## src/rtl/fetch_stage_pkg.sv

```systemverilog
// Shared types and defaults for the instruction-fetch stage.
package fetch_stage_pkg;

  localparam int          INSTR_W      = 32;
  localparam logic [31:0] DEF_RESET_PC = 32'h0040_0000;
  localparam logic [31:0] DEF_LAST_PC  = 32'h0040_0400;

  // Control-transfer kind resolved by decode.
  typedef enum logic [1:0] {
    KIND_BR   = 2'b00,
    KIND_J    = 2'b01,
    KIND_JR   = 2'b10,
    KIND_RSVD = 2'b11
  } redirect_kind_e;

  // Fetch sequencing state.
  typedef enum logic [1:0] {
    ST_BOOT = 2'b00,
    ST_RUN  = 2'b01,
    ST_HALT = 2'b10
  } fetch_state_e;

  // Branch offset is in words: sign-extend and convert to a byte offset.
  function automatic logic [31:0] word_offset_bytes(input logic [15:0] imm);
    return {{14{imm[15]}}, imm, 2'b00};
  endfunction

endpackage

```

## src/rtl/fetch_stage_if.sv

```systemverilog
// Fetch-stage bus: instruction memory, hazard/redirect controls and IF/ID outputs.
interface fetch_stage_if
  import fetch_stage_pkg::*;
#(
  parameter int CNT_W = 32
) ();

  logic [31:0]        imem_pc;
  logic [INSTR_W-1:0] imem_instr;
  logic               stall;
  logic               redirect_valid;
  logic [1:0]         redirect_kind;
  logic [15:0]        branch_imm;
  logic [25:0]        jump_target;
  logic [31:0]        jr_addr;
  logic               halt_req;
  logic               ifid_valid;
  logic [INSTR_W-1:0] ifid_instr;
  logic [31:0]        ifid_pc_plus4;
  logic               fetch_fault;
  logic               halted;
  logic [CNT_W-1:0]   fetch_count;

  // The fetch stage itself.
  modport master (
    output imem_pc,
    input  imem_instr,
    input  stall,
    input  redirect_valid,
    input  redirect_kind,
    input  branch_imm,
    input  jump_target,
    input  jr_addr,
    input  halt_req,
    output ifid_valid,
    output ifid_instr,
    output ifid_pc_plus4,
    output fetch_fault,
    output halted,
    output fetch_count
  );

  // Memory, hazard unit and decode seen from the other side.
  modport slave (
    input  imem_pc,
    output imem_instr,
    output stall,
    output redirect_valid,
    output redirect_kind,
    output branch_imm,
    output jump_target,
    output jr_addr,
    output halt_req,
    input  ifid_valid,
    input  ifid_instr,
    input  ifid_pc_plus4,
    input  fetch_fault,
    input  halted,
    input  fetch_count
  );

endinterface

```

## src/rtl/fetch_stage_next_pc_calc.sv

```systemverilog
// Combinational redirect target computation with alignment and kind checks.
module next_pc_calc
  import fetch_stage_pkg::*;
(
  input  logic [31:0] base,
  input  logic [1:0]  kind,
  input  logic [15:0] branch_imm,
  input  logic [25:0] jump_target,
  input  logic [31:0] jr_addr,
  output logic [31:0] target,
  output logic        target_bad
);

  // Select the target by kind; reserved kind and misaligned targets are illegal.
  always_comb begin
    target     = base;
    target_bad = 1'b0;
    case (kind)
      KIND_BR:  target = base + word_offset_bytes(branch_imm);
      KIND_J:   target = {base[31:28], jump_target, 2'b00};
      KIND_JR:  target = jr_addr;
      default:  target_bad = 1'b1;
    endcase
    if (target[1:0] != 2'b00) begin
      target_bad = 1'b1;
    end
  end

endmodule

```

## src/rtl/fetch_stage.sv

```systemverilog
// Instruction-fetch stage: PC register, IF/ID register, fault detection and
// a saturating count of instructions captured into IF/ID.
module fetch_stage
  import fetch_stage_pkg::*;
#(
  parameter logic [31:0] RESET_PC = DEF_RESET_PC,
  parameter logic [31:0] LAST_PC  = DEF_LAST_PC,
  parameter int          CNT_W    = 32
) (
  input  logic          clk,
  input  logic          rst_n,
  fetch_stage_if.master bus
);

  fetch_state_e       state_reg, state_next;
  logic [31:0]        pc_reg, pc_next;
  logic               ifid_valid_reg, ifid_valid_next;
  logic [INSTR_W-1:0] ifid_instr_reg, ifid_instr_next;
  logic [31:0]        ifid_pc_plus4_reg, ifid_pc_plus4_next;
  logic               fault_reg, fault_next;
  logic [CNT_W-1:0]   count_reg, count_next;

  logic [31:0] pc_plus4;
  logic        pc_in_range;
  logic        redirect_take;
  logic [31:0] redirect_target;
  logic        redirect_bad;

  // Redirect base is the PC+4 of the control instruction now sitting in IF/ID.
  next_pc_calc u_next_pc_calc (
    .base        (ifid_pc_plus4_reg),
    .kind        (bus.redirect_kind),
    .branch_imm  (bus.branch_imm),
    .jump_target (bus.jump_target),
    .jr_addr     (bus.jr_addr),
    .target      (redirect_target),
    .target_bad  (redirect_bad)
  );

  assign pc_plus4      = pc_reg + 32'd4;
  assign pc_in_range   = (pc_reg >= RESET_PC) && (pc_reg <= LAST_PC);
  // A redirect with nothing live in IF/ID has no valid base and is dropped.
  assign redirect_take = bus.redirect_valid && ifid_valid_reg;

  // Next-state and datapath update, priority halt > redirect > stall > sequential.
  always_comb begin
    state_next         = state_reg;
    pc_next            = pc_reg;
    ifid_valid_next    = ifid_valid_reg;
    ifid_instr_next    = ifid_instr_reg;
    ifid_pc_plus4_next = ifid_pc_plus4_reg;
    fault_next         = fault_reg;
    count_next         = count_reg;
    case (state_reg)
      ST_BOOT: begin
        state_next = ST_RUN;
      end
      ST_RUN: begin
        if (bus.halt_req) begin
          ifid_valid_next = 1'b0;
          state_next      = ST_HALT;
        end else if (redirect_take) begin
          ifid_valid_next = 1'b0;
          if (redirect_bad) begin
            fault_next = 1'b1;
            state_next = ST_HALT;
          end else begin
            pc_next = redirect_target;
          end
        end else if (bus.stall) begin
          // hold everything
        end else if (!pc_in_range) begin
          fault_next      = 1'b1;
          ifid_valid_next = 1'b0;
          state_next      = ST_HALT;
        end else begin
          pc_next            = pc_plus4;
          ifid_valid_next    = 1'b1;
          ifid_instr_next    = bus.imem_instr;
          ifid_pc_plus4_next = pc_plus4;
          if (count_reg != {CNT_W{1'b1}}) begin
            count_next = count_reg + CNT_W'(1);
          end
        end
      end
      default: begin
        ifid_valid_next = 1'b0;
        state_next      = ST_HALT;
      end
    endcase
  end

  // State and datapath registers; reset restores the boot PC immediately.
  always_ff @(posedge clk or negedge rst_n) begin
    if (!rst_n) begin
      state_reg         <= ST_BOOT;
      pc_reg            <= RESET_PC;
      ifid_valid_reg    <= 1'b0;
      ifid_instr_reg    <= '0;
      ifid_pc_plus4_reg <= '0;
      fault_reg         <= 1'b0;
      count_reg         <= '0;
    end else begin
      state_reg         <= state_next;
      pc_reg            <= pc_next;
      ifid_valid_reg    <= ifid_valid_next;
      ifid_instr_reg    <= ifid_instr_next;
      ifid_pc_plus4_reg <= ifid_pc_plus4_next;
      fault_reg         <= fault_next;
      count_reg         <= count_next;
    end
  end

  assign bus.imem_pc       = pc_reg;
  assign bus.ifid_valid    = ifid_valid_reg;
  assign bus.ifid_instr    = ifid_instr_reg;
  assign bus.ifid_pc_plus4 = ifid_pc_plus4_reg;
  assign bus.fetch_fault   = fault_reg;
  assign bus.halted        = (state_reg == ST_HALT);
  assign bus.fetch_count   = count_reg;

endmodule

```

## src/flat_wrapper.sv

```systemverilog
// flat-port wrapper written by rule: the top's interface ports become plain ports
module fetch_stage_flat import fetch_stage_pkg::*;
#(
  parameter logic [31:0] RESET_PC = DEF_RESET_PC,
  parameter logic [31:0] LAST_PC  = DEF_LAST_PC,
  parameter int          CNT_W    = 32
)
  (clk, rst_n, bus_imem_pc, bus_imem_instr, bus_stall, bus_redirect_valid, bus_redirect_kind, bus_branch_imm, bus_jump_target, bus_jr_addr, bus_halt_req, bus_ifid_valid, bus_ifid_instr, bus_ifid_pc_plus4, bus_fetch_fault, bus_halted, bus_fetch_count);
  fetch_stage_if #(.CNT_W(CNT_W)) bus_i ();
  input  logic clk;
  input  logic rst_n;
  output wire logic [$bits(bus_i.imem_pc)-1:0] bus_imem_pc;
  input wire logic [$bits(bus_i.imem_instr)-1:0] bus_imem_instr;
  input wire logic [$bits(bus_i.stall)-1:0] bus_stall;
  input wire logic [$bits(bus_i.redirect_valid)-1:0] bus_redirect_valid;
  input wire logic [$bits(bus_i.redirect_kind)-1:0] bus_redirect_kind;
  input wire logic [$bits(bus_i.branch_imm)-1:0] bus_branch_imm;
  input wire logic [$bits(bus_i.jump_target)-1:0] bus_jump_target;
  input wire logic [$bits(bus_i.jr_addr)-1:0] bus_jr_addr;
  input wire logic [$bits(bus_i.halt_req)-1:0] bus_halt_req;
  output wire logic [$bits(bus_i.ifid_valid)-1:0] bus_ifid_valid;
  output wire logic [$bits(bus_i.ifid_instr)-1:0] bus_ifid_instr;
  output wire logic [$bits(bus_i.ifid_pc_plus4)-1:0] bus_ifid_pc_plus4;
  output wire logic [$bits(bus_i.fetch_fault)-1:0] bus_fetch_fault;
  output wire logic [$bits(bus_i.halted)-1:0] bus_halted;
  output wire logic [$bits(bus_i.fetch_count)-1:0] bus_fetch_count;
  assign bus_imem_pc = bus_i.imem_pc;
  assign bus_i.imem_instr = bus_imem_instr;
  assign bus_i.stall = bus_stall;
  assign bus_i.redirect_valid = bus_redirect_valid;
  assign bus_i.redirect_kind = bus_redirect_kind;
  assign bus_i.branch_imm = bus_branch_imm;
  assign bus_i.jump_target = bus_jump_target;
  assign bus_i.jr_addr = bus_jr_addr;
  assign bus_i.halt_req = bus_halt_req;
  assign bus_ifid_valid = bus_i.ifid_valid;
  assign bus_ifid_instr = bus_i.ifid_instr;
  assign bus_ifid_pc_plus4 = bus_i.ifid_pc_plus4;
  assign bus_fetch_fault = bus_i.fetch_fault;
  assign bus_halted = bus_i.halted;
  assign bus_fetch_count = bus_i.fetch_count;
  fetch_stage #(.RESET_PC(RESET_PC), .LAST_PC(LAST_PC), .CNT_W(CNT_W)) u_core (.clk(clk), .rst_n(rst_n), .bus(bus_i));
endmodule
```

## config.mk

```make
export PLATFORM = sky130hd
export DESIGN_NAME = fetch_stage_flat
export DESIGN_NICKNAME = d
export VERILOG_FILES = /design/src/rtl/fetch_stage_pkg.sv /design/src/rtl/fetch_stage_if.sv /design/src/rtl/fetch_stage_next_pc_calc.sv /design/src/rtl/fetch_stage.sv /design/src/flat_wrapper.sv
export SDC_FILE = /design/constraint.sdc
export NUM_CORES = 1
export LEC_CHECK = 0
export CAP_MARGIN = 20
export CORE_MARGIN = 2
export CORE_UTILIZATION = 48
export DETAILED_ROUTE_END_ITERATION = 8
export GPL_TIMING_DRIVEN = 0
export PLACE_DENSITY_LB_ADDON = 0.25
export SLEW_MARGIN = 40
export SYNTH_ARGS = -nofsm -noshare
export SYNTH_HDL_FRONTEND = slang
export SYNTH_SLANG_ARGS = --single-unit
```

## constraint.sdc

```tcl
create_clock -name clk -period 2.8 [get_ports clk]
set_input_delay 0.42 -clock clk [delete_from_list [all_inputs] [get_ports clk]]
set_output_delay 0.42 -clock clk [all_outputs]
set_load 0.01 [all_outputs]
```

==> impl_metrics.env, run 1 <==
export IMPL_status="finished clean"
export IMPL_path_max_fanout=4
export IMPL_drt_iter0_markers=572
export IMPL_worstSetupStartpoint="u_core.bus.ifid_pc_plus4[2]"
export IMPL_syn_cell_area_sq_um=7790
export IMPL_synth_largest_area_cell="dfrtp_1"
export IMPL_finalNetCount=1291
export IMPL_power_density_nw_per_um2=435
export IMPL_cts_buffers=17
export IMPL_synth_top_family_by_area="simple AND/OR/NAND/NOR gates"
export IMPL_vias=7826
export IMPL_skew_ns=0.00607
export IMPL_synth_mux_area_share_pct=2.39
export IMPL_timing_rr_start="u_core.bus.ifid_pc_plus4[2]"
export IMPL_fin_crit_sh_pct=98.4
export IMPL_postLayoutCellArea_sq_um=11400
export IMPL_layout_drive_gt1_share_pct=8.64
export IMPL_ys_seq_elements=132
export IMPL_grt_overflow=0
export IMPL_routabilityCongestion=0.918
export IMPL_worst_pin_slew_ns=0.818
export IMPL_clkSinkCount=132
export IMPL_synthXorXnorAreaFrac_pct=5.40
export IMPL_clock_power_share_pct=49.3
export IMPL_antenna_cells=0
export IMPL_hold_viol=0
export IMPL_core_area_sq_um=15900
export IMPL_worstPathArrival_ns=3.11
export IMPL_clk_latency_ns=0.42
export IMPL_avgSynthCellArea_sq_um=8.90
export IMPL_max_vdd_ir_drop_v=0.000557
export IMPL_hp_class="in -> async"
export IMPL_slew_violations=0
export IMPL_grt_max_degree=57
export IMPL_dpl_cell_area_sq_um=10500
export IMPL_synthTopCellsByArea="dfrtp_1 (42%), nand2_1 (8.7%), ha_1 (5.1%), xnor2_1 (4.2%), o21ai_0 (3.7%)"
export IMPL_setup_viol=0
export IMPL_area_delta_synth_final_pct=45.8
export IMPL_startpoint_type="flop"
export IMPL_std_cell_rows=46
export IMPL_worstPathRequired_ns=3.15
export IMPL_synthArstFlopShare_pct=100
export IMPL_mostFrequentLayoutCells="clkdlybuf4s50_1 (240), nand2_1 (180), dfrtp_1 (130), o21ai_0 (51), nor2_1 (45)"
export IMPL_swShare_pct=24.3
export IMPL_ios=244
export IMPL_wl_um=25700
export IMPL_cap_violations=0
export IMPL_ant_nets=0
export IMPL_fin_ws_ns=0.0445
export IMPL_htreeDepth=4
export IMPL_yosysSeqAreaShare_pct=42.4
export IMPL_synth_simple_gate_area_share_pct=23.6
export IMPL_fp_dieArea_sq_um=17300
export IMPL_path_class="reg -> reg"
export IMPL_gr_usage_all_layers_pct=29.7
export IMPL_synth_nets=1021
export IMPL_grt_pass1_vias=7527
export IMPL_internal_power_mw=3.74
export IMPL_syn_inst=875
export IMPL_wire_per_inst_um=18.7
export IMPL_fp_dieW_um=131
export IMPL_dp_hpwl_um=19300
export IMPL_comb_power_share_pct=11.0
export IMPL_cts_tree="built"
export IMPL_pre_cts_ws_ns=-0.921
export IMPL_initial_core_util_pct=49.0
export IMPL_timing_fmax_mhz=363
export IMPL_synth_cell_types=74
export IMPL_final_common_cell="clkdlybuf4s50_1"
export IMPL_synth_ff_type="dfrtp_1"
export IMPL_synth_fa_ha_area_share_pct=5.40
export IMPL_synth_compound_area_share_pct=17.3
export IMPL_synth_edff_count=0
export IMPL_dr_pass1_iters=5
export IMPL_relSlewSlack_pct=45.5
export IMPL_cts_root_buf="clkbuf_16"
export IMPL_io_buffers=242
export IMPL_p_leak_nw=5.14
export IMPL_synth_warnings=0
export IMPL_avgViaCountPerCell=5.70
export IMPL_grt_pass1_wl_um=40300
export IMPL_pwr_share_seq_pct=39.7
export IMPL_ctsLongestPathBuffers=2
export IMPL_crit_path_end_kind="flop"
export IMPL_drc=0
export IMPL_die_h_um=131
export IMPL_rsz0062_at_grt="true"
export IMPL_synth_top_area_share_pct=42.1
export IMPL_path_clk_slew_ns=0.07
export IMPL_p_switching_mw=1.20
export IMPL_period_needed_ns=2.76
export IMPL_antenna_found_initial=0
==> final timing paths <==
check | endpoint | slack, ns | cells after the start
min in group clk | u_core.bus.ifid_instr[4] | 0.47 | 2
hold / removal | u_core.bus.ifid_instr[23] | 0.44 | 2
max in group asynchronous | u_core.bus.ifid_pc_plus4[28] | 1.52 | 4
setup / recovery | u_core.bus.imem_pc[28] | 0.04 | 11
hold reg to reg | u_core.bus.ifid_instr[4] | 0.47 | 2
setup reg to reg | u_core.bus.imem_pc[28] | 0.04 | 11
==> metrics by stage <==
stage	util (%)	hold slack, ns	cells	TNS, ns	total power, mW
2_1_floorplan	-	0.124	875	0	2.18
3_3_place_gp	66.0	0.457	1333	-534.83	2.50
3_5_place_dp	66.3	0.283	1335	-17.43	2.52
4_1_cts	70.6	0.431	1368	-0.0433	4.94
5_1_grt	71.5	0.448	1374	-0.142	5.08
6_report	71.5	0.437	1374	0	4.94
==> cell usage after synthesis, types with 4 or more instances <==
| cell | count |
|---|---|
| and3_1 | 20 |
| a22oi_1 | 5 |
| nand2_1 | 181 |
| nor3_1 | 19 |
| mux2i_1 | 4 |
| o31ai_1 | 6 |
| buf_2 | 6 |
| nand4_1 | 11 |
| dfrtp_1 | 131 |
| a31oi_1 | 6 |
| a211oi_1 | 6 |
| nand3_1 | 27 |
| a211o_1 | 4 |
| a21oi_1 | 37 |
| nor2_1 | 46 |
| nor2b_1 | 6 |
| buf_4 | 4 |
| clkbuf_1 | 26 |
| mux4_2 | 5 |
| o22ai_1 | 6 |
| a21o_1 | 13 |
| nand2b_1 | 6 |
| o211ai_1 | 10 |
| and2_1 | 29 |
| o21a_1 | 5 |
| xor2_1 | 11 |
| ha_1 | 32 |
| inv_1 | 24 |
| o21ai_0 | 57 |
| nor4_1 | 6 |
| o21bai_1 | 6 |
| o221ai_1 | 11 |
| o21ai_1 | 4 |
| xnor2_1 | 37 |
| or3_1 | 9 |
==> worst max-delay path, cell delays in order (launching register included) <==
cell	delay, ns
dfrtp_1	0.40
ha_1	0.22
inv_1	0.08
fa_2	0.23
nor2b_2	0.06
o31a_1	0.38
o211ai_1	0.26
nand2_2	0.12
o211ai_1	0.34
a211oi_2	0.14
or3_1	0.36
nand3_1	0.09
==> what timing repair did <==
action                                  CTS  global route
endpoints found under the setup margin   45            66
hold endpoints to repair                 29             0
gates resized for setup                   7            31
hold buffers                              1             0
pin swaps                                 0            10
setup buffers                             0             6
==> routing by layer <==
| layer | GRT usage, % | vias to the layer above | wire length [um] |
|---|---|---|---|
| met1 | 37.1 | 3817 | 10200 |
| met2 | 52.0 | 305 | 13400 |
| li1 | - | 3663 | - |
| met4 | 9.66 | 0 | 554 |
| met5 | 0 | - | 0 |
| met3 | 5.59 | 41 | 1580 |
==> power by group through the flow <==
stage	clock network [mW]	registers [mW]	logic, mW
3_3_place_gp	0	2.00	0.506
5_1_grt	2.53	1.96	0.581
4_1_cts	2.45	1.96	0.527
3_5_place_dp	0	1.99	0.521
6_report	2.44	1.96	0.543
2_1_floorplan	0	2.00	0.186
==> cell type report <==
cell class	count	area (sq um)
clock buffers	17	425
clock inverters	15	219
fillers	1269	4530
plain buffers	38	178
well taps	216	270
inverters	25	93.8
multi-input cells	680	4330
repair buffers	251	2530
flip-flops and latches	132	3310
==> logic make-up (layout without fill, tap and decap cells) <==
| kind of cell | count (synthesis) | after routing |
|---|---|---|
| simple gates | 383 | 383 |
| fa+ha+maj | 33 | 33 |
| flops | 132 | 132 |
| buf+inv | 63 | 346 |
| compound gates | 204 | 204 |
| xor+xnor | 48 | 48 |
| mux | 12 | 12 |
(Power assumes the default switching activity.)
==> inputs of run 2 (changes only) <==
HOLD_SLACK_MARGIN = 0.08   (was unset)
==> results of run 2 <==
The final DEF is identical to that of run 1; final timing and power are the same.
==> inputs of run 3 (changes only) <==
GPL_TIMING_DRIVEN = unset   (was 0)
==> impl_metrics.env, run 3 (same netlist as run 1, synthesis figures left out) <==
export IMPL_status="finished clean"
export IMPL_timing_rr_end="u_core.bus.imem_pc[28]"
export IMPL_max_vdd_ir_drop_v=0.000454
export IMPL_drt_iter0_markers=606
export IMPL_gr_usage_all_layers_pct=30.4
export IMPL_internal_power_mw=3.50
export IMPL_cap_violations=0
export IMPL_p_leak_nw=5.52
export IMPL_worst_hold_path_endpoint="u_core.bus.ifid_instr[24]"
export IMPL_final_common_cell="clkdlybuf4s50_1"
export IMPL_startpoint_type="primary input"
export IMPL_worstPathRequired_ns=3.10
export IMPL_std_cell_rows=46
export IMPL_grt_pass1_vias=7866
export IMPL_critical_path_slowest_cell="clkdlybuf4s50_1"
export IMPL_timing_fmax_mhz=362
export IMPL_htreeDepth=4
export IMPL_timing_rr_start="u_core.bus.ifid_pc_plus4[2]"
export IMPL_setup_viol=0
export IMPL_ff2ff_setup_slack_ns=0.08
export IMPL_dp_hpwl_um=19900
export IMPL_vias=8012
export IMPL_dpl_cell_area_sq_um=11200
export IMPL_swShare_pct=25.8
export IMPL_die_h_um=131
export IMPL_period_needed_ns=2.76
export IMPL_hp_class="reg -> reg"
export IMPL_fp_dieW_um=131
export IMPL_initial_core_util_pct=49.0
export IMPL_grt_max_degree=61
export IMPL_mostFrequentLayoutCells="clkdlybuf4s50_1 (242), nand2_1 (181), dfrtp_1 (131), buf_4 (112), o21ai_0 (56)"
export IMPL_skew_ns=0.00945
export IMPL_ctsLongestPathBuffers=2
export IMPL_grt_pass1_wl_um=41600
export IMPL_io_buffers=243
export IMPL_grt_overflow=0
export IMPL_path_clk_slew_ns=0.06
export IMPL_antenna_cells=0
export IMPL_relSlewSlack_pct=56.4
export IMPL_drc=0
export IMPL_fp_dieArea_sq_um=17300
export IMPL_antenna_found_initial=0
export IMPL_crit_family="compound AO/OA/AOI/OAI gates"
export IMPL_critPathBufInv=3
export IMPL_power_density_nw_per_um2=399
export IMPL_clk_latency_ns=0.42
export IMPL_path_max_fanout=4
export IMPL_cts_root_buf="clkbuf_16"
export IMPL_hold_viol=0
export IMPL_layout_drive_gt1_share_pct=15.4
export IMPL_crit_chain="clkdlybuf4s50_1 -> ha_2 -> inv_2 -> fa_2 -> nor2b_4 -> o31a_1 -> o211ai_1 -> nand2_1 -> buf_4 -> o21ai_2 -> o41ai_2 -> nor3_1 -> a211o_1"
export IMPL_setup_tns_ns=0
export IMPL_worstPathArrival_ns=3.07
export IMPL_avgViaCountPerCell=5.55
export IMPL_rsz0062_at_grt="true"
export IMPL_ios=244
export IMPL_path_class="in -> reg"
export IMPL_wl_um=26200
export IMPL_postLayoutCellArea_sq_um=11800
export IMPL_fin_crit_sh_pct=98.7
export IMPL_dr_pass1_iters=5
export IMPL_comb_power_share_pct=12.4
export IMPL_slew_violations=0
export IMPL_clock_power_share_pct=46.0
export IMPL_reg2reg_depth=12
export IMPL_holdPathStages=2
export IMPL_clkSinkCount=132
export IMPL_finalNetCount=1360
export IMPL_worst_pin_slew_ns=0.652
export IMPL_p_switching_mw=1.22
export IMPL_routabilityCongestion=0.955
export IMPL_cpPeakStageDelay_ns=0.47
export IMPL_crit_path_end_kind="flop"
export IMPL_ant_nets=0
export IMPL_min_from="u_core.bus.ifid_instr[24]"
export IMPL_cts_tree="built"
export IMPL_core_area_sq_um=15900
export IMPL_area_delta_synth_final_pct=52.1
export IMPL_wire_per_inst_um=18.2
export IMPL_cts_buffers=17
export IMPL_pwr_share_seq_pct=41.5
## run 3: what timing repair did
action                                 CTS  global route
setup buffers                            0             2
gates resized for setup                  0            18
hold buffers                             1             0
setup endpoints to repair                0             7
endpoints found under the hold margin   58             0
## run 3: power groups by stage
stage / combinational [mW] / clock, mW / sequential, mW
6_report: 0.588 / 2.18 / 1.96
3_5_place_dp: 0.576 / 0 / 1.99
2_1_floorplan: 0.186 / 0 / 2.00
5_1_grt: 0.632 / 2.27 / 1.96
4_1_cts: 0.581 / 2.20 / 1.96
3_3_place_gp: 0.571 / 0 / 1.99
## run 3: layout make-up
cell class | count | area, sq um
multi-input cells | 680 | 4290
fillers | 1210 | 4040
repair buffers | 358 | 3320
flip-flops and latches | 132 | 3300
clock buffers | 17 | 425
well taps | 216 | 270
clock inverters | 15 | 148
inverters | 25 | 93.8
## run 3: how the worst max path moves through the flow
stage | depth (start not counted) | slack (ns) | endpoint | start
finish | 13 | 0.04 | u_core.bus.imem_pc[30] | bus_branch_imm[0]
global route | 13 | -0.04 | u_core.bus.imem_pc[30] | bus_branch_imm[0]
CTS | 12 | 0.02 | u_core.bus.imem_pc[30] | bus_branch_imm[0]
detailed placement | 12 | -0.40 | u_core.bus.imem_pc[30] | bus_branch_imm[0]
global placement | 12 | -0.30 | u_core.bus.imem_pc[30] | bus_branch_imm[0]
floorplan | 11 | 0.34 | u_core.bus.imem_pc[30] | u_core.bus.ifid_pc_plus4[2]
## run 3: metrics by stage
step	instances	power (mW)	worst slack, ns	utilization, %	hold WS [ns]
after global placement	1408	2.56	-0.296	70.4	0.442
after detailed placement	1408	2.57	-0.401	70.4	0.445
final	1443	4.73	0.0354	74.6	0.475
after floorplan	875	2.18	0.343	-	0.124
after global routing	1443	4.87	-0.0403	74.6	0.492
after CTS	1441	4.74	0.0239	74.1	0.476
## run 3: worst reg2reg max path, cell delays in order, from the launching register on
cell and delay, ns:
dfrtp_1 0.40, ha_2 0.21, inv_2 0.06, fa_2 0.23
nor2b_4 0.05, o31a_1 0.34, o211ai_1 0.19, nand2_1 0.13
buf_4 0.16, o211ai_1 0.32, a211oi_2 0.13, or3_1 0.36
nand3_1 0.09
## run 3: routing by layer
metal,vias to the layer above,part of all wire (%),global-route usage [%],routed length [um]
met5,-,0,0,0
met4,0,2.7,10.3,702
met3,53,6.3,4.40,1660
met2,354,50,51.7,13000
met1,3810,41,39.9,10800
li1,3795,-,-,-
==> RTL edit, RTL diff (flow settings as in run 2) <==
Set the package constant `INSTR_W` to 24 (it was 32).
--- a/src/rtl/fetch_stage_pkg.sv
+++ b/src/rtl/fetch_stage_pkg.sv
@@ -2,5 +2,5 @@
 package fetch_stage_pkg;
 
-  localparam int          INSTR_W      = 32;
+  localparam int          INSTR_W      = 24;
   localparam logic [31:0] DEF_RESET_PC = 32'h0040_0000;
   localparam logic [31:0] DEF_LAST_PC  = 32'h0040_0400;
Ports: changed (resized bus_ifid_instr and bus_imem_instr); port bits go from 244 to 228. No check against the original RTL was run, so the function may have changed too.
==> RTL edit against run 2 <==
- non-clock buffer count fell by 21
- core utilization decreased by 0.64 points
- area after synthesis fell by 5.6%
- global-route usage fell by 0.28 points
- sequential cell count fell by 8
- clock power shrank 9.4%
- die area decreased by 5.5%
- wire length decreased by 6.9%
- power fell by 10%
- sequential share of layout area down 0.071 points
- cell area shrank 5.9%
- setup slack improved by 43 ps
- maximum frequency rose by 1.6%
- largest cell class unchanged
==> RTL edit: results (changes against run 2) <==
** Layout
- Non-clock buffering overhead :: 23.5% (was 23.9%)
- Number of filler cells placed in the layout :: 1194 (was 1269)
- Share of the final layout cell area in sequential cells :: 29.1% (about the same)
- Ratio of cells with drive above 1 in the final layout :: 12.7% (was 8.64%)
- Nets :: 1150 (was 1291)
- Number of non-clock buffers :: 268 (was 289)
- Clock network share of area :: 5.50% (was 5.68%)
- The multi-input combinational cell count was 580 (was 680).
- The clock buffer count in the final layout was 18 (was 17).
- The multi-input gate share of total cell area is 38.9% (was 38.1%).
- Non-clock inverter count :: 21 (was 25)

** Yosys
- Synth area leaders :: sky130_fd_sc_hd__dfrtp_1 42%, sky130_fd_sc_hd__ha_1 5.4%, sky130_fd_sc_hd__mux2_2 4.4% (was sky130_fd_sc_hd__dfrtp_1 42%, sky130_fd_sc_hd__nand2_1 8.7%, sky130_fd_sc_hd__ha_1 5.1%)
- Area share of xor/xnor cells in the synthesized design :: 6.44% (was 5.40%)
- Post-synthesis mux area share :: 6.22% (was 2.39%)
- Syn nets :: 900 (was 1021)
- Complex-gate fraction of the synthesized area :: 18.3% (was 17.3%)

** Placement
- Routability congestion estimate from global placement :: 0.979 (was 0.918)
- Area after DPL :: 0.00988 sq mm (was 0.0105 sq mm)
- The HPWL after detailed placement was 17.7 mm (was 19.3 mm).
- Count of port buffers added during placement :: 226 (was 242)

** Global routing
- Met3 Track Usage GR :: 7.18% (was 5.59%)
- Number of global-route vias before repair :: 6883 (was 7527)
- Global-route wire length before repair :: 37.0 mm (was 40.3 mm)
- Largest net degree at the start of global routing :: 67 (was 57)

** Critical path
- CP Data Arrival Time :: 3050 ps (was 3110 ps)
- Worst setup path end :: u_core.bus.imem_pc[24] (was u_core.bus.imem_pc[28])
- The cell with the largest stage delay on the worst path is sky130_fd_sc_hd__clkdlybuf4s50_1 (was sky130_fd_sc_hd__dfrtp_1).
- The worst reg2reg path startpoint is u_core.bus.ifid_pc_plus4[4] (was u_core.bus.ifid_pc_plus4[2]).
- Number of cells traversed by the worst register-to-register path :: 9 (was 11)
- The largest stage delay on the critical path came to 490 ps (was 400 ps).
- The capture instance of the worst register-to-register path is u_core.bus.imem_pc[31] (was u_core.bus.imem_pc[28]).
- The register-to-register path setup slack was 90 ps (was 40 ps).

** Routing
- The via density per instance was 5.83 (was 5.70).
- The routed wire length is 23.9 mm (was 25.7 mm).

** Run status
- Run status :: completed (unchanged)

** Power
- Max IR drop VDD :: 0.416 mV (was 0.557 mV)
- Leak :: 4.79 nW (was 5.14 nW)

** Clocking
- Number of sinks on the clock net :: 124 (was 132)
-- RTL edit: repair_timing --
action / 4_1_cts / 5_1_grt
endpoints found under the setup margin: 104 / 71
hold buffers: 1 / 0
gates resized for setup: 27 / 32
buffers inserted: 6 / 3
endpoints found under the hold margin: 65 / 0
pin swaps: 4 / 7
-- RTL edit: cell families after synthesis --
logic type,Yosys count
AOI/OAI and AO/OA,200
xor gates and xnor gates,54
adders and majority gates,33
buffers and inverters,58
DFF,124
muxes,37
and+or+nand+nor,256
-- RTL edit: stage by stage --
step                      cells  hold slack [ps]  setup TNS [ps]  worst slack, ps
after CTS                  1215              496               0             3.34
after detailed placement   1177              412          -42190            -1180
after global placement     1176              464         -497980            -3720
after global routing       1213              508               0            0.715
final                      1213              498               0             87.5
after floorplan             762              124               0              135
-- RTL edit: power by group --
group | switching (W) | internal [W] | leakage (nW)
clock network | 0.000882 | 0.00133 | 0.276
logic | 0.000209 | 0.000214 | 2.81
registers | 0.00000308 | 0.00180 | 1.70
